--- src/rtl/irq_ctrl.sv ---
// MSP430-style interrupt controller: synchronizes and edge-detects IRQ/NMI lines, holds pending flags,
// arbitrates (NMI first, then highest index) and tracks the request/service handshake with instr_dec.
module irq_ctrl #(
  parameter int NUM_IRQ = 14
) (
  input  logic               clk,
  input  logic               rst,
  input  logic [NUM_IRQ-1:0] irq_in,
  input  logic               nmi_in,
  input  logic [NUM_IRQ-1:0] IE,
  input  logic               GIE,
  input  logic [NUM_IRQ-1:0] IFG_clr,
  input  logic               IRQ_ack,
  input  logic               RETI,
  output logic               IRQ_req,
  output logic [15:0]        IRQ_vec,
  output logic [NUM_IRQ-1:0] IFG,
  output logic               NMI_IFG,
  output logic               IRQ_busy
);

  localparam logic [1:0] S_IDLE = 2'd0;
  localparam logic [1:0] S_REQ  = 2'd1;
  localparam logic [1:0] S_SERV = 2'd2;

  localparam logic [15:0] VEC_BASE = 16'hFFE0;
  localparam logic [15:0] VEC_NMI  = 16'hFFFC;

  logic [1:0]         state, state_nxt;
  logic [NUM_IRQ-1:0] irq_s1, irq_s2, irq_d;
  logic               nmi_s1, nmi_s2, nmi_d;
  logic [NUM_IRQ-1:0] irq_edge;
  logic               nmi_edge;

  logic [NUM_IRQ-1:0] elig;
  logic               any_elig;
  logic [3:0]         win_idx;
  logic [15:0]        win_vec;

  logic               lat_nmi;
  logic [3:0]         lat_idx;
  logic               lat_elig;
  logic               grant;
  logic [NUM_IRQ-1:0] grant_clr;

  assign irq_edge = irq_s2 & ~irq_d;
  assign nmi_edge = nmi_s2 & ~nmi_d;

  assign elig     = IFG & IE & {NUM_IRQ{GIE}};
  assign any_elig = NMI_IFG | (|elig);

  // NOTE: every always_comb output gets a default before any branch, so no latch is inferred.
  always_comb begin
    win_idx = 4'd0;
    for (int i = 0; i < NUM_IRQ; i++) begin
      if (elig[i]) win_idx = i[3:0];
    end
    win_vec = NMI_IFG ? VEC_NMI : (VEC_BASE + {11'd0, win_idx, 1'b0});
  end

  assign lat_elig = lat_nmi ? NMI_IFG : (IFG[lat_idx] & IE[lat_idx] & GIE);
  assign grant    = (state == S_REQ) & IRQ_ack;

  always_comb begin
    grant_clr = '0;
    for (int i = 0; i < NUM_IRQ; i++) begin
      grant_clr[i] = grant & ~lat_nmi & (lat_idx == i[3:0]);
    end
  end

  always_comb begin
    state_nxt = state;
    case (state)
      S_IDLE: if (any_elig) state_nxt = S_REQ;
      // The grant is checked first so an ack that coincides with a withdraw still completes.
      S_REQ: begin
        if (IRQ_ack)       state_nxt = S_SERV;
        else if (!lat_elig) state_nxt = S_IDLE;
      end
      S_SERV: if (RETI) state_nxt = S_IDLE;
      default: state_nxt = S_IDLE;
    endcase
  end

  // NOTE: sequential state uses non-blocking assignments so all flops update from pre-edge values.
  always_ff @(posedge clk or negedge rst) begin
    if (!rst) begin
      irq_s1  <= '0;
      irq_s2  <= '0;
      irq_d   <= '0;
      nmi_s1  <= 1'b0;
      nmi_s2  <= 1'b0;
      nmi_d   <= 1'b0;
      IFG     <= '0;
      NMI_IFG <= 1'b0;
      state   <= S_IDLE;
      lat_nmi <= 1'b0;
      lat_idx <= 4'd0;
      IRQ_vec <= 16'h0000;
    end else begin
      irq_s1  <= irq_in;
      irq_s2  <= irq_s1;
      irq_d   <= irq_s2;
      nmi_s1  <= nmi_in;
      nmi_s2  <= nmi_s1;
      nmi_d   <= nmi_s2;
      // A fresh edge beats any clear landing on the same bit.
      IFG     <= irq_edge | (IFG & ~(IFG_clr | grant_clr));
      NMI_IFG <= nmi_edge | (NMI_IFG & ~(grant & lat_nmi));
      state   <= state_nxt;
      if (state == S_IDLE && any_elig) begin
        lat_nmi <= NMI_IFG;
        lat_idx <= win_idx;
        IRQ_vec <= win_vec;
      end
    end
  end

  assign IRQ_req  = (state == S_REQ);
  assign IRQ_busy = (state == S_SERV);

endmodule
--- config.mk ---
export PLATFORM = sky130hd
export DESIGN_NAME = irq_ctrl
export DESIGN_NICKNAME = d
export VERILOG_FILES = /design/src/rtl/irq_ctrl.sv
export SDC_FILE = /design/constraint.sdc
export NUM_CORES = 1
export LEC_CHECK = 0
export CORE_MARGIN = 2
export CORE_UTILIZATION = 48
export CTS_BUF_LIST = sky130_fd_sc_hd__clkbuf_16
export DETAILED_ROUTE_END_ITERATION = 10
export GPL_ROUTABILITY_DRIVEN = 0
export GPL_TIMING_DRIVEN = 0
export HOLD_SLACK_MARGIN = 0.06
export PLACE_DENSITY = 0.8
export REMOVE_ABC_BUFFERS = 1
export SLEW_MARGIN = 20
export SYNTH_ARGS = -nofsm -noshare
export SYNTH_HDL_FRONTEND = slang
export SYNTH_SLANG_ARGS = --single-unit
--- constraint.sdc ---
create_clock -name clk -period 1.8 [get_ports clk]
set_input_delay 0.36 -clock clk [delete_from_list [all_inputs] [get_ports clk]]
set_output_delay 0.36 -clock clk [all_outputs]
set_load 0.02 [all_outputs]
; ---- Yosys cells after proc, flatten, opt, wreduce, memory -nomap -nowiden
; Index checks and enable logic that the tools add are counted.
[totals]
ff_bits = 83
out_inout_bits = 33
word_cells = 95
inputBits = 48
[op_classes]
eq_ne = 18
n_reduce_logical = 5
magnitude_cmp = 1
add_sub_neg = 1
n_mux = 24
n_bitwise = 34
[ops]
columns = operator, count
row1 = AND 14 bit, 4
row2 = two-way mux 4 bit, 11
row3 = NOT 14 bit, 2
row4 = bitwise OR 14 bit, 2
row5 = "== test 4 bit, second input constant", 6
row6 = AND 1 bit, 21
row7 = "== test 4 x 3 -> 1 bit, second input constant", 4
row8 = two-way mux 16 bit, 1
row9 = OR reduction 14 bit, 1
row10 = two-way mux 2 bit, 5
row11 = binary-select mux 1 bit (select 4 bit), 2
row12 = "== test 4 x 2 -> 1 bit, second input constant", 2
row13 = "adder 6 x 6 -> 7 bit, first input constant", 1
row14 = one-hot mux 2 bit (3 select lines), 1
row15 = "< comparator 4 x 5 -> 1 bit, second input constant", 1
row16 = "== test 4 x 1 -> 1 bit, second input constant", 1
row17 = logical NOT 4 bit, 1
row18 = two-way mux 1 bit, 4
row19 = "inequality test 2 bit, second input constant", 2
row20 = "inequality test 3 bit, second input constant", 1
row21 = NOT 1 bit, 3
row22 = AND reduction 3 bit, 1
row23 = "== test 2 x 1 -> 1 bit, second input constant", 1
row24 = "== test 2 bit, second input constant", 1
row25 = 3 further kinds, 4

; ---- Longest topological paths before layout
[depth]
ltp_word = 17
depth_mapped = 6

; ---- Least setup slack after synthesis
; Ideal clock, no wire load.
[synth_path]
path_type = reg-to-reg
start = register IFG[8]
end = register lat_idx[1]
synth_period_minus_slack_ns = 1.737
arrival_time_ns = 1.612
slack_ns = 0.063
required_ns = 1.675
path_stages_with_launch = 5
n_path_buf = 0
path_cell_list = dfrtp_1 -> a22oi_1 -> a41oi_2 -> o31ai_4 -> mux2_2
[synth_between]
elab_chain_cells = 8
word_cells_on_any_way = 11
cone_classes = mux: 6 / bitwise: 3 / reduce/logical: 2
[synth_rtl]
columns = item, line_no
row1 = from (decl), 17  ; output logic [NUM_IRQ-1:0] IFG,
row2 = from (signal assigned), 108  ; IFG <= irq_edge | (IFG & ~(IFG_clr | grant_clr));
row3 = AND 14 bit (*) (2 in a row), 49  ; assign elig = IFG & IE & {NUM_IRQ{GIE}};
row4 = two-way mux 4 bit (6 in a row), 56  ; if (elig[i]) win_idx = i[3:0];
row5 = to (signal assigned), 113  ; lat_idx <= win_idx;
row6 = to (decl), 41  ; logic [3:0] lat_idx;
; Mark *: on every way between the ends. The rest lies on a longest branch, timed or not.
; A chain may end at the register's enable or synchronous reset.

; ---- Final worst setup path
[layout_path]
start = register IFG[4]
end = output IFG[4]
; No word-level cell between the ends.

==> impl_metrics.toml <==
[worst_setup_path]
cpPeakStageDelay_ns = 0.65
crit_fanout = 5
critical_path_required_ns = 1.44
cpMaxStageDelayCell = "clkdlybuf4s50_1"
worstSetupPathType = "flop to output port"
r2r_end = "lat_idx[2]"
end_kind = "output port"
crit_family = "buffers and inverters"
rrSetupSlack_ns = 0.01
critPathBufInv = 1
r2r-start = "IFG[9]"
rr_worst_depth = 4
crit_chain = "clkdlybuf4s50_1"
crit_arrival_ns = 1.44
cp-start-kind = "flop"

[route]
dr.pass1.iters = 5
drc = 0
routed_via_density = 5.64
ant_nets = 0
drt-total-wl_um = 7270
vias = 2337
wl_per_cell_um = 17.6
drtIter0Drc = 236

[global_route]
antenna_found_initial = 1
grt_overflow_total = 0
track_usage_pct = 22.7
grt_pass1_wl_um = 11200
grt_max_degree = 43
grt_pass1_vias = 2341

[hold_path]
hold_path_depth = 0
holdPathEnd = "irq_s2[10]"
hold_start = "irq_s1[10]"
min-delay-path-class = "flop to flop"

[cells_and_area]
fin_nets = 381
regArea_um2 = 1810
final_cell_area_um2 = 4210
fillCellCount = 428
area_delta_synth_final_pct = 43.1
drive_gt1_share_pct = 17.5
multiInputGateArea_um2 = 996

[yosys]
synth_common_cells = "72 x dfrtp_1, 31 x o21ai_0, 23 x inv_1"
synth_top_cell_area_share_pct = 61.2
synth_top_cells_by_area = "dfrtp_1 61%, o21ai_0 5.3%, mux4_1 3.6%"
synthArstFlopShare_pct = 100
synth_top_cell_by_area = "dfrtp_1"
ys_warn_count = 0
synth_edf_count = 0
yosysUniqueCellTypes = 44
synthCells = 242
synth_most_common_cell = "dfrtp_1"
syn_area_um2 = 2940
synth_flop_cell = "dfrtp_1"
syn_avg_cell_area_um2 = 12.2
synth-seq-cells = 72
seq_area_frac_synth_pct = 61.2

[floorplanning]
fp.coreArea_um2 = 5920
start_util_pct = 49.7
die_area_um2 = 6780
rows = 28
die_h_um = 82.3
pin_count = 81
dieWidth_um = 82.3

[sta]
timing.final.crit_period_ns = 1.80
timing.hold.ws_ns = 0.346
fin_skew_ns = 0.00555
fmax_ghz = 0.557
min_period_over_period_pct = 99.8
hold_violations = 0
maxSlewViolCount = 0
setup_violations = 0
grt_setup_unrepaired = "true"

[cts]
clk_pin_slew_ns = 0.06
cts_made_buffers = 9
cts_htree_levels = 3
clockBufferDepth = 2
clk-insertion-delay-late_ns = 0.32
cts_tree = "built"
clock-sinks = 72
ctsRootBufferMaster = "clkbuf_16"

[power]
p_leak_nw = 1.87
internal_power_w = 0.00368
switchingPower_w = 0.00165
combPwrFrac_pct = 28.4
seqPwrFrac_pct = 39.9
power.total_w = 0.00534
powerDensity_nw_per_um2 = 1270
ir_worst_vdd_mv = 0.789
swShare_pct = 31.0
p_clk_share_pct = 31.6

[placement]
place_area_um2 = 3720
dp_hpwl_um = 4740
port_buffers = 79

[job]
maxCapViolCount = 0

[run_status]
status = "complete, no violations"
-- logic make-up after synthesis --
family	synth area share (%)
other	0.127
buffers and inverters	7.18
AO/OA/AOI/OAI	15.0
flip-flops	61.2
AND/OR/NAND/NOR	9.27
multiplexers	7.22
-- per-stage QoR --
step	instances	setup TNS, ns	util, %	worst slack [ns]
after floorplan	226	-2.12	-	-0.166
after global placement	380	-142.46	62.6	-1.90
after detailed placement	381	-6.85	62.9	-0.665
after CTS	404	0	68.9	0.00294
after global routing	414	-0.121	71.2	-0.0380
final	414	0	71.2	0.00329
-- cells in the final DEF (no fill, tap or decap), types with 2 or more instances in the layout --
cell type | netlist | layout
a211oi_1 | 2 | 2
a21oi_1 | 3 | 3
a22o_2 | 2 | 2
a22oi_1 | 6 | 2
a22oi_2 | 1 | 5
a32oi_1 | 2 | 2
buf_4 | 12 | 16
clkbuf_16 | 0 | 9
clkdlybuf4s50_1 | 0 | 52
clkinv_2 | 0 | 3
clkinvlp_4 | 0 | 2
dfrtp_1 | 72 | 65
dfrtp_2 | 0 | 7
dlygate4sd2_1 | 0 | 18
dlymetal6s2s_1 | 0 | 8
inv_1 | 23 | 24
mux2_2 | 2 | 2
mux2i_1 | 4 | 4
mux4_1 | 4 | 4
mux4_2 | 2 | 2
nand2_1 | 20 | 20
nand2b_1 | 4 | 4
nand3_1 | 2 | 2
nand3b_1 | 2 | 2
nor2_1 | 6 | 6
nor2b_1 | 11 | 11
nor3_1 | 4 | 3
o21ai_0 | 31 | 31
o311ai_0 | 4 | 4
-- sequential cells by signal (all words and copies together), names as in the netlist --
register,count
IFG,14
irq_d,14
irq_s1,14
irq_s2,14
IRQ_vec,5
lat_idx,4
state,2
NMI_IFG,1
lat_nmi,1
nmi_d,1
nmi_s1,1
nmi_s2,1
-- worst max path at each step --
stage / start / endpoint / slack (ns) / cells past startpoint
4_1_cts: IE[4] / lat_idx[1] / 0.003 / 5
3_3_place_gp: rst / IFG[7] / -1.90 / 1
3_5_place_dp: IE[8] / lat_idx[2] / -0.67 / 5
2_1_floorplan: IRQ_vec[14] / IRQ_vec[10] / -0.17 / 0
5_1_grt: IFG[9] / lat_idx[1] / -0.04 / 4
6_report: IFG[4] / IFG[4] / 0.003 / 1
-- area by class of cell --
cell class | count | area share, %
antenna | 1 | 0.0594
clock buffer | 9 | 5.35
clock inverter | 7 | 1.51
inverter | 24 | 2.20
multi-input combinational | 130 | 23.6
sequential | 72 | 43.0
tap | 75 | 2.23
timing repair buffer | 96 | 22.0
-- power groups by stage --
stage | clock (W) | combinational (W) | sequential (W)
3_3_place_gp | 0 | 0.00120 | 0.00215
4_1_cts | 0.00171 | 0.00138 | 0.00212
5_1_grt | 0.00180 | 0.00162 | 0.00216
3_5_place_dp | 0 | 0.00124 | 0.00217
6_report | 0.00169 | 0.00152 | 0.00213
2_1_floorplan | 0 | 0.000669 | 0.00217
-- per-layer routing --
metal  GRT usage (%)  wire (um)
met4            12.8        299
met3            5.22        517
met2            39.0       3780
met5               0          0
met1            26.0       2680
-- timing repair --
action / CTS / global route
resized for setup: 27 / 18
buffers inserted: 6 / 9
pin swaps: 5 / 10
cloned: 0 / 0
hold buffers: 1 / 0
setup endpoints to repair: 28 / 18
hold endpoints to repair: 30 / 0
Note: power is estimated with default switching activity, not from simulation.
